===== src/rtl/regfile_pkg.sv =====
// rtl/regfile_pkg.sv - default sizing constants for the multiport register file
package regfile_pkg;

  localparam int DATA_W   = 32;
  localparam int ADDR_W   = 5;
  localparam int NUM_RD   = 2;
  localparam int ZERO_IDX = 0;

endpackage


===== src/rtl/regfile_read_port.sv =====
// rtl/regfile_read_port.sv - one read port: register mux, write bypass, output registers
module regfile_read_port
  import regfile_pkg::*;
#(
  parameter int DATA_W   = regfile_pkg::DATA_W,
  parameter int ADDR_W   = regfile_pkg::ADDR_W,
  parameter int ZERO_REG = 1
) (
  input  logic                  clk,
  input  logic                  rst,
  input  logic                  rd_en,
  input  logic [ADDR_W-1:0]     rnum,
  input  logic [DATA_W-1:0]     regs [2**ADDR_W],
  input  logic [2**ADDR_W-1:0]  pending_nxt,
  input  logic                  wr_en,
  input  logic [ADDR_W-1:0]     wnum,
  input  logic [DATA_W-1:0]     wdata,
  output logic [DATA_W-1:0]     rdata,
  output logic                  rvalid,
  output logic                  rbusy
);

  logic [DATA_W-1:0] data_d;

  // wr_en already excludes the zero register, so the explicit zero only guards the array value
  always_comb begin
    data_d = regs[rnum];
    if (wr_en && (wnum == rnum))
      data_d = wdata;
    if ((ZERO_REG != 0) && (rnum == ADDR_W'(ZERO_IDX)))
      data_d = '0;
  end

  always_ff @(posedge clk) begin
    if (rst) begin
      rdata  <= '0;
      rvalid <= 1'b0;
      rbusy  <= 1'b0;
    end else begin
      rvalid <= rd_en;
      if (rd_en) begin
        rdata <= data_d;
        rbusy <= pending_nxt[rnum];
      end
    end
  end

endmodule


===== src/rtl/regfile_multiport.sv =====
// rtl/regfile_multiport.sv - multi-read-port register file with pending-producer scoreboard
module regfile_multiport
  import regfile_pkg::*;
#(
  parameter int DATA_W   = regfile_pkg::DATA_W,
  parameter int ADDR_W   = regfile_pkg::ADDR_W,
  parameter int NUM_RD   = regfile_pkg::NUM_RD,
  parameter int ZERO_REG = 1
) (
  input  logic                     clk,
  input  logic                     rst,
  input  logic [NUM_RD*ADDR_W-1:0] rnum,
  input  logic [NUM_RD-1:0]        rd_en,
  output logic [NUM_RD*DATA_W-1:0] rdata,
  output logic [NUM_RD-1:0]        rvalid,
  output logic [NUM_RD-1:0]        rbusy,
  input  logic                     write,
  input  logic [ADDR_W-1:0]        wnum,
  input  logic [DATA_W-1:0]        wdata,
  input  logic                     lock,
  input  logic [ADDR_W-1:0]        lnum
);

  localparam int NREG = 2**ADDR_W;

  logic [DATA_W-1:0] regs [NREG];
  logic [NREG-1:0]   pending;
  logic [NREG-1:0]   pending_nxt;
  logic              wr_en;
  logic              lock_en;

  assign wr_en   = write && !((ZERO_REG != 0) && (wnum == ADDR_W'(ZERO_IDX)));
  assign lock_en = lock  && !((ZERO_REG != 0) && (lnum == ADDR_W'(ZERO_IDX)));

  // set after clear so a same-cycle lock keeps the register pending
  always_comb begin
    pending_nxt = pending;
    if (write)
      pending_nxt[wnum] = 1'b0;
    if (lock_en)
      pending_nxt[lnum] = 1'b1;
  end

  always_ff @(posedge clk) begin
    if (rst) begin
      for (int i = 0; i < NREG; i++)
        regs[i] <= '0;
      pending <= '0;
    end else begin
      if (wr_en)
        regs[wnum] <= wdata;
      pending <= pending_nxt;
    end
  end

  for (genvar k = 0; k < NUM_RD; k++) begin : g_rd
    regfile_read_port #(
      .DATA_W   (DATA_W),
      .ADDR_W   (ADDR_W),
      .ZERO_REG (ZERO_REG)
    ) u_port (
      .clk         (clk),
      .rst         (rst),
      .rd_en       (rd_en[k]),
      .rnum        (rnum[k*ADDR_W +: ADDR_W]),
      .regs        (regs),
      .pending_nxt (pending_nxt),
      .wr_en       (wr_en),
      .wnum        (wnum),
      .wdata       (wdata),
      .rdata       (rdata[k*DATA_W +: DATA_W]),
      .rvalid      (rvalid[k]),
      .rbusy       (rbusy[k])
    );
  end

endmodule


===== config.mk =====
export PLATFORM = sky130hd
export DESIGN_NAME = regfile_multiport
export DESIGN_NICKNAME = d
export VERILOG_FILES = /design/src/rtl/regfile_pkg.sv /design/src/rtl/regfile_read_port.sv /design/src/rtl/regfile_multiport.sv
export SDC_FILE = /design/constraint.sdc
export NUM_CORES = 2
export LEC_CHECK = 0
export ABC_AREA = 1
export CORE_ASPECT_RATIO = 0.8
export CORE_UTILIZATION = 40
export DETAILED_ROUTE_END_ITERATION = 10
export GPL_TIMING_DRIVEN = 1
export PLACE_DENSITY = 0.62
export SYNTH_ARGS = -nofsm -noshare
export SYNTH_HDL_FRONTEND = slang
export SYNTH_SLANG_ARGS = --single-unit

===== constraint.sdc =====
create_clock -name clk -period 2.6 [get_ports clk]
set_input_delay 0.39 -clock clk [delete_from_list [all_inputs] [get_ports clk]]
set_output_delay 0.39 -clock clk [all_outputs]
set_load 0.01 [all_outputs]

-- After elaboration in Yosys (flattened, before gate mapping)
Index checks and enable logic that the tools add are counted.
- $lt $le $gt $ge: 10
- equality and inequality tests: 2
- muxes and demuxes: 23
- bitwise logic cells: 6
- reductions and logical operators: 13
- operators by type and width (cell ; number):
    1024-bit bitwise mux ; 1
    32-bit 2-to-1 mux ; 11
    32-bit binary-select mux with 5-bit select ; 2
    32-bit demux with 5-bit select ; 1
    32-bit AND ; 1
    32-bit NOT ; 1
    32-bit OR ; 1
    5-bit by 6-bit less-than comparator with 1-bit output, second input constant ; 4
    5-bit zero test ; 4
    6-bit greater-or-equal comparator, second input constant ; 3
    5-bit NOT with 6-bit output ; 3
    1-bit binary-select mux with 5-bit select ; 2
    1-bit demux with 5-bit select ; 2
    5-bit == test ; 2
    5-bit by 1-bit greater-or-equal comparator with 1-bit output, second input constant ; 2
    1-bit logical AND ; 7
    6-bit by 1-bit less-than comparator with 1-bit output, second input constant ; 1
    1-bit 2-to-1 mux ; 4
    1-bit zero test ; 2
- flip-flop bits (word level): 1124
- bits of input ports: 58

-- Depth between registers and ports, before layout
- depth in word-level cells: 11
- depth in mapped cells: 15

-- By module
A second synthesis with hierarchy kept.
- cell total of the unflattened synthesis: 12170
- area total of the unflattened synthesis: 66780.3 µm²
- by module, submodules not included (module ; instances ; cells an instance ; area each (µm²)):
    regfile_multiport ; 1 ; 5584 ; 38765.9
    regfile_read_port ; 2 ; 3293 ; 14007.2

-- Least setup slack after synthesis
Ideal clock, no wire load.
- path kind: in2reg
- start: input rnum[6]
- end: register g_rd[1].u_port.rdata[26]
- arrival time: 1.767 ns
- data required time: 2.468 ns
- setup slack: 0.700 ns
- cell stages on the path: 11
- cells stage by stage: buf_2 nor2_2 buf_2 clkbuf_1 o211ai_1 o2111ai_1 nand3_1 nand2_1 nand2_1 nand3_1 a21oi_1
- word-level cells in the longest chain between the ends: 6
- elaborated cells on any way between the ends: 9
- ends and longest elaborated chain (element ; RTL line ; source):
    start: declaration ; regfile_multiport.sv:12 ; input logic [NUM_RD*ADDR_W-1:0] rnum,
    5-bit NOT with 6-bit output (not written as such) ; regfile_read_port.sv:27 ; data_d = regs[rnum];
    32-bit binary-select mux with 5-bit select ; regfile_read_port.sv:27 ;
    32-bit 2-to-1 mux (not written as such) (2 in series) ; regfile_read_port.sv:27 ;
    32-bit 2-to-1 mux ; regfile_read_port.sv:28 ; if (wr_en && (wnum == rnum))
    32-bit 2-to-1 mux * ; regfile_read_port.sv:30 ; if ((ZERO_REG != 0) && (rnum == ADDR_W'(ZERO_IDX)))
    end signal: assignment ; regfile_read_port.sv:42 ; rdata <= data_d;
    end: declaration ; regfile_read_port.sv:18 ; output logic [DATA_W-1:0] rdata,
Mark *: on every way between the ends. The rest lies on a longest branch, timed or not. The select of a mux whose other input is x is not followed.
A chain may end at the register's enable or synchronous reset.

-- Worst setup path after layout
- start: register g_rd[0].u_port.rbusy
- end: output rbusy[0]
- RTL lines (element ; RTL line ; source):
    start: declaration ; regfile_read_port.sv:20 ; output logic rbusy
    start signal: assignment ; regfile_read_port.sv:43 ; rbusy <= pending_nxt[rnum];
    end: declaration ; regfile_multiport.sv:16 ; output logic [NUM_RD-1:0] rbusy,
No word-level cell between the ends.

==> flow_summary.toml <==
[run_status]
outcome = "complete, no violations"

[cells_and_area]
seq_area_sq_um = 22500
final_nets = 8540
multi_input_area_sq_um = 30040
drive_gt1_share_pct = 8.767
final_util_pct = 46.96
fillers = 14372
area_delta_synth_final_pct = 16.49

[yosys]
synth_seq_cells = 1124
ys_seq_area_share_pct = 38.46
synthSimpleGateAreaFrac_pct = 23.15
ys_async_sr_fraction_pct = 0
ys_types = 30
synth_top_cell_area_share_pct = 38.46
synthCells = 8622
synth_compound_area_share_pct = 27.86
ys.warnings.count = 0
syn_avg_cell_area_sq_um = 6.785
synth-edff-count = 0
synth_top_cell_by_area = "dfxtp_1"
netlist_area_sq_um = 58500
synth_top_family_by_area = "compound AO/OA/AOI/OAI gates"
synth_area_leaders = "dfxtp_1 (38%), nand2_1 (11%), a211oi_1 (7.6%)"
synthAdderAreaFrac_pct = 0
synthFlopType = "dfxtp_1"
synthMuxAreaShare_pct = 0
synthXorXnorAreaFrac_pct = 0.1048
yosys-top-cells-count = "nand2_1 (1722), dfxtp_1 (1124), nor2_1 (900)"
synth_most_common_cell = "nand2_1"
synth_nets = 8680

[critical_path]
r2r_setup_slack_ps = 860
r2r_end = "g_rd[1].u_port.rdata[24]"
cp_cell_sequence = "clkdlybuf4s50_1"
crit_family = "buffers and inverters"
rr_startpoint = "regs[88]"
r2r_cells = 10
crit_path_end_kind = "primary output"
critical_path_class = "reg -> out"
crit_fanout = 2
worstSetupStartpointType = "flop"
cpPeakStageDelay_ps = 640
slowest_stage = "clkdlybuf4s50_1"
crit_arrival_ps = 1870
worstPathRequired_ps = 2210
crit_buf_inv = 1

[sta]
hold_violations = 0
worstMarginPinSlew_ps = 746.6
rsz0062_at_grt = "false"
finalMaxSlewViolations = 0
clock_skew_ps = 23.51
period_share_pct = 86.95
max_slew_margin_pct = 50.07
fin_crit_ps = 2261
setup_tns_ps = 0
report.final.setup_viol = 0
max_freq_ghz = 0.4424

[global_route]
track_usage_pct = 33.41
grt_pass1_wl_mm = 377.4
grt_max_degree = 109
gr-total-overflow = 0
grt_pass1_vias = 57679
antenna_found_initial = 8

[cts]
holdBufCountCts = 0
cts_sinks = 1124
cts_tree = "built"
clk_path_buf_depth = 3
clk_pin_slew_ps = 60
cts_inserted_buffers = 115
cts-resized-gates = 0
cts_root_buf = "clkbuf_16"
cts_setup_buffers = 0
clock_latency_ps = 750
cts-htree-levels = 3

[worst_hold_path]
hp-start = "rst"
hold_end = "regs[631]"
hold_depth = 2
hold_class = "in -> reg"

[floorplan]
ios = 126
coreArea_sq_um = 145100
rows = 125
die_h_microns = 344.1
die_area_sq_um = 147800
start_util_pct = 40.31
die_width_microns = 429.6

[placed_design]
dp_hpwl_mm = 162.6
port_buffers = 125
place_congestion = 0.9342

[route]
drt-met1-wl_mm = 105.9
wl_met2_mm = 103.4
drtAntennaViolNets = 0
wirelength_mm = 255.7
highest_layer = "met5"
via_count = 63196
dr_wl_met3_mm = 30.73
drc = 0
drtPass1Iterations = 8
vias_per_cell = 6.035
wl_per_cell_microns = 24.42
drt_iter0_markers = 8663

[power_and_ir_drop]
p_sw_share_pct = 28.29
clockPowerShare_pct = 42.8
power.internal_w = 0.02911
p_comb_share_pct = 13.8
power.share.sequential_pct = 43.4
p_leak_nw = 23.93
switchingPower_w = 0.01148
pwr_density_cell_nw_per_um2 = 595.7
irDropWorstVdd_v = 0.0005321

[flow_run]
drv_cap = 0
## power by group through the flow
stage | Sequential, W | Combinational [W] | Clock, W
final | 0.0176 | 0.00562 | 0.0174
after global routing | 0.0176 | 0.00586 | 0.0181
after CTS | 0.0176 | 0.00543 | 0.0174
after detailed placement | 0.0180 | 0.00542 | 0
after global placement | 0.0180 | 0.00538 | 0
after floorplan | 0.0180 | 0.00285 | 0
## metal layers
metal	vias to the layer above	global-route usage (%)
li1	29186	-
met1	29397	46.32
met4	8	18.37
met3	718	7.253
met2	3887	47.97
met5	-	0
## worst max path at each step
stage                        startpoint                       end  cells after the start
6_report           g_rd[0].u_port.rbusy                  rbusy[0]                      1
5_1_grt        g_rd[1].u_port.rdata[23]                 rdata[55]                      1
4_1_cts            g_rd[0].u_port.rbusy                  rbusy[0]                      1
3_5_place_dp                    wnum[3]   g_rd[1].u_port.rdata[0]                     11
3_3_place_gp                    wnum[3]   g_rd[1].u_port.rdata[1]                     11
2_1_floorplan                   rnum[6]  g_rd[1].u_port.rdata[26]                     11
## final cells by class
cell class / count / share of cell area (%)
clock inverters: 37 / 0.6646
flip-flops and latches: 1124 / 33.02
repair buffers: 629 / 10.05
diodes: 1 / 0.003672
inverters: 678 / 3.753
clock buffers: 164 / 4.937
multi-input cells: 5934 / 44.08
well taps: 1905 / 3.497
## cells by family (layout without fill, tap and decap cells)
kind of cell              after synthesis  count (layout)
xor gates and xnor gates                7               7
buffers and inverters                1564            1508
and+or+nand+nor                      3351            3351
DFF                                  1124            1124
AOI/OAI and AO/OA                    2576            2576
other                                   0               1
## state kept, by name, indices dropped and copies added, names as in the netlist
name and cells:
g_rd.u_port.rbusy 2, g_rd.u_port.rdata 64, g_rd.u_port.rvalid 2, pending 32, regs 1024
## cell usage in the layout, fill, tap and decap left out, types with 24 or more instances in the layout
| cell type | count |
|---|---|
| clkinv_2 | 27 |
| buf_4 | 362 |
| o21ai_0 | 541 |
| nand3_1 | 700 |
| clkdlybuf4s50_1 | 114 |
| clkbuf_8 | 26 |
| clkbuf_16 | 117 |
| nand2_2 | 24 |
| o211ai_1 | 379 |
| inv_1 | 654 |
| a211oi_1 | 590 |
| buf_12 | 144 |
| nand2_1 | 1694 |
| a21oi_1 | 788 |
| nor2_1 | 898 |
| o2111ai_1 | 248 |
| dfxtp_1 | 1124 |
## metrics by stage
step,instance area (sq um),instances,power (W),setup slack [ps],hold slack (ps)
global route,68150,10471,0.04163,318.9,58.23
detailed placement,64330,10270,0.02340,-283.9,427.3
global placement,64330,10270,0.02336,-312.7,424.7
CTS,68150,10471,0.04048,345.4,36.75
floorplan,58500,8622,0.02082,700.4,409.8
finish,68150,10472,0.04060,339.4,71.99
Power figures use the tool's default switching activity.
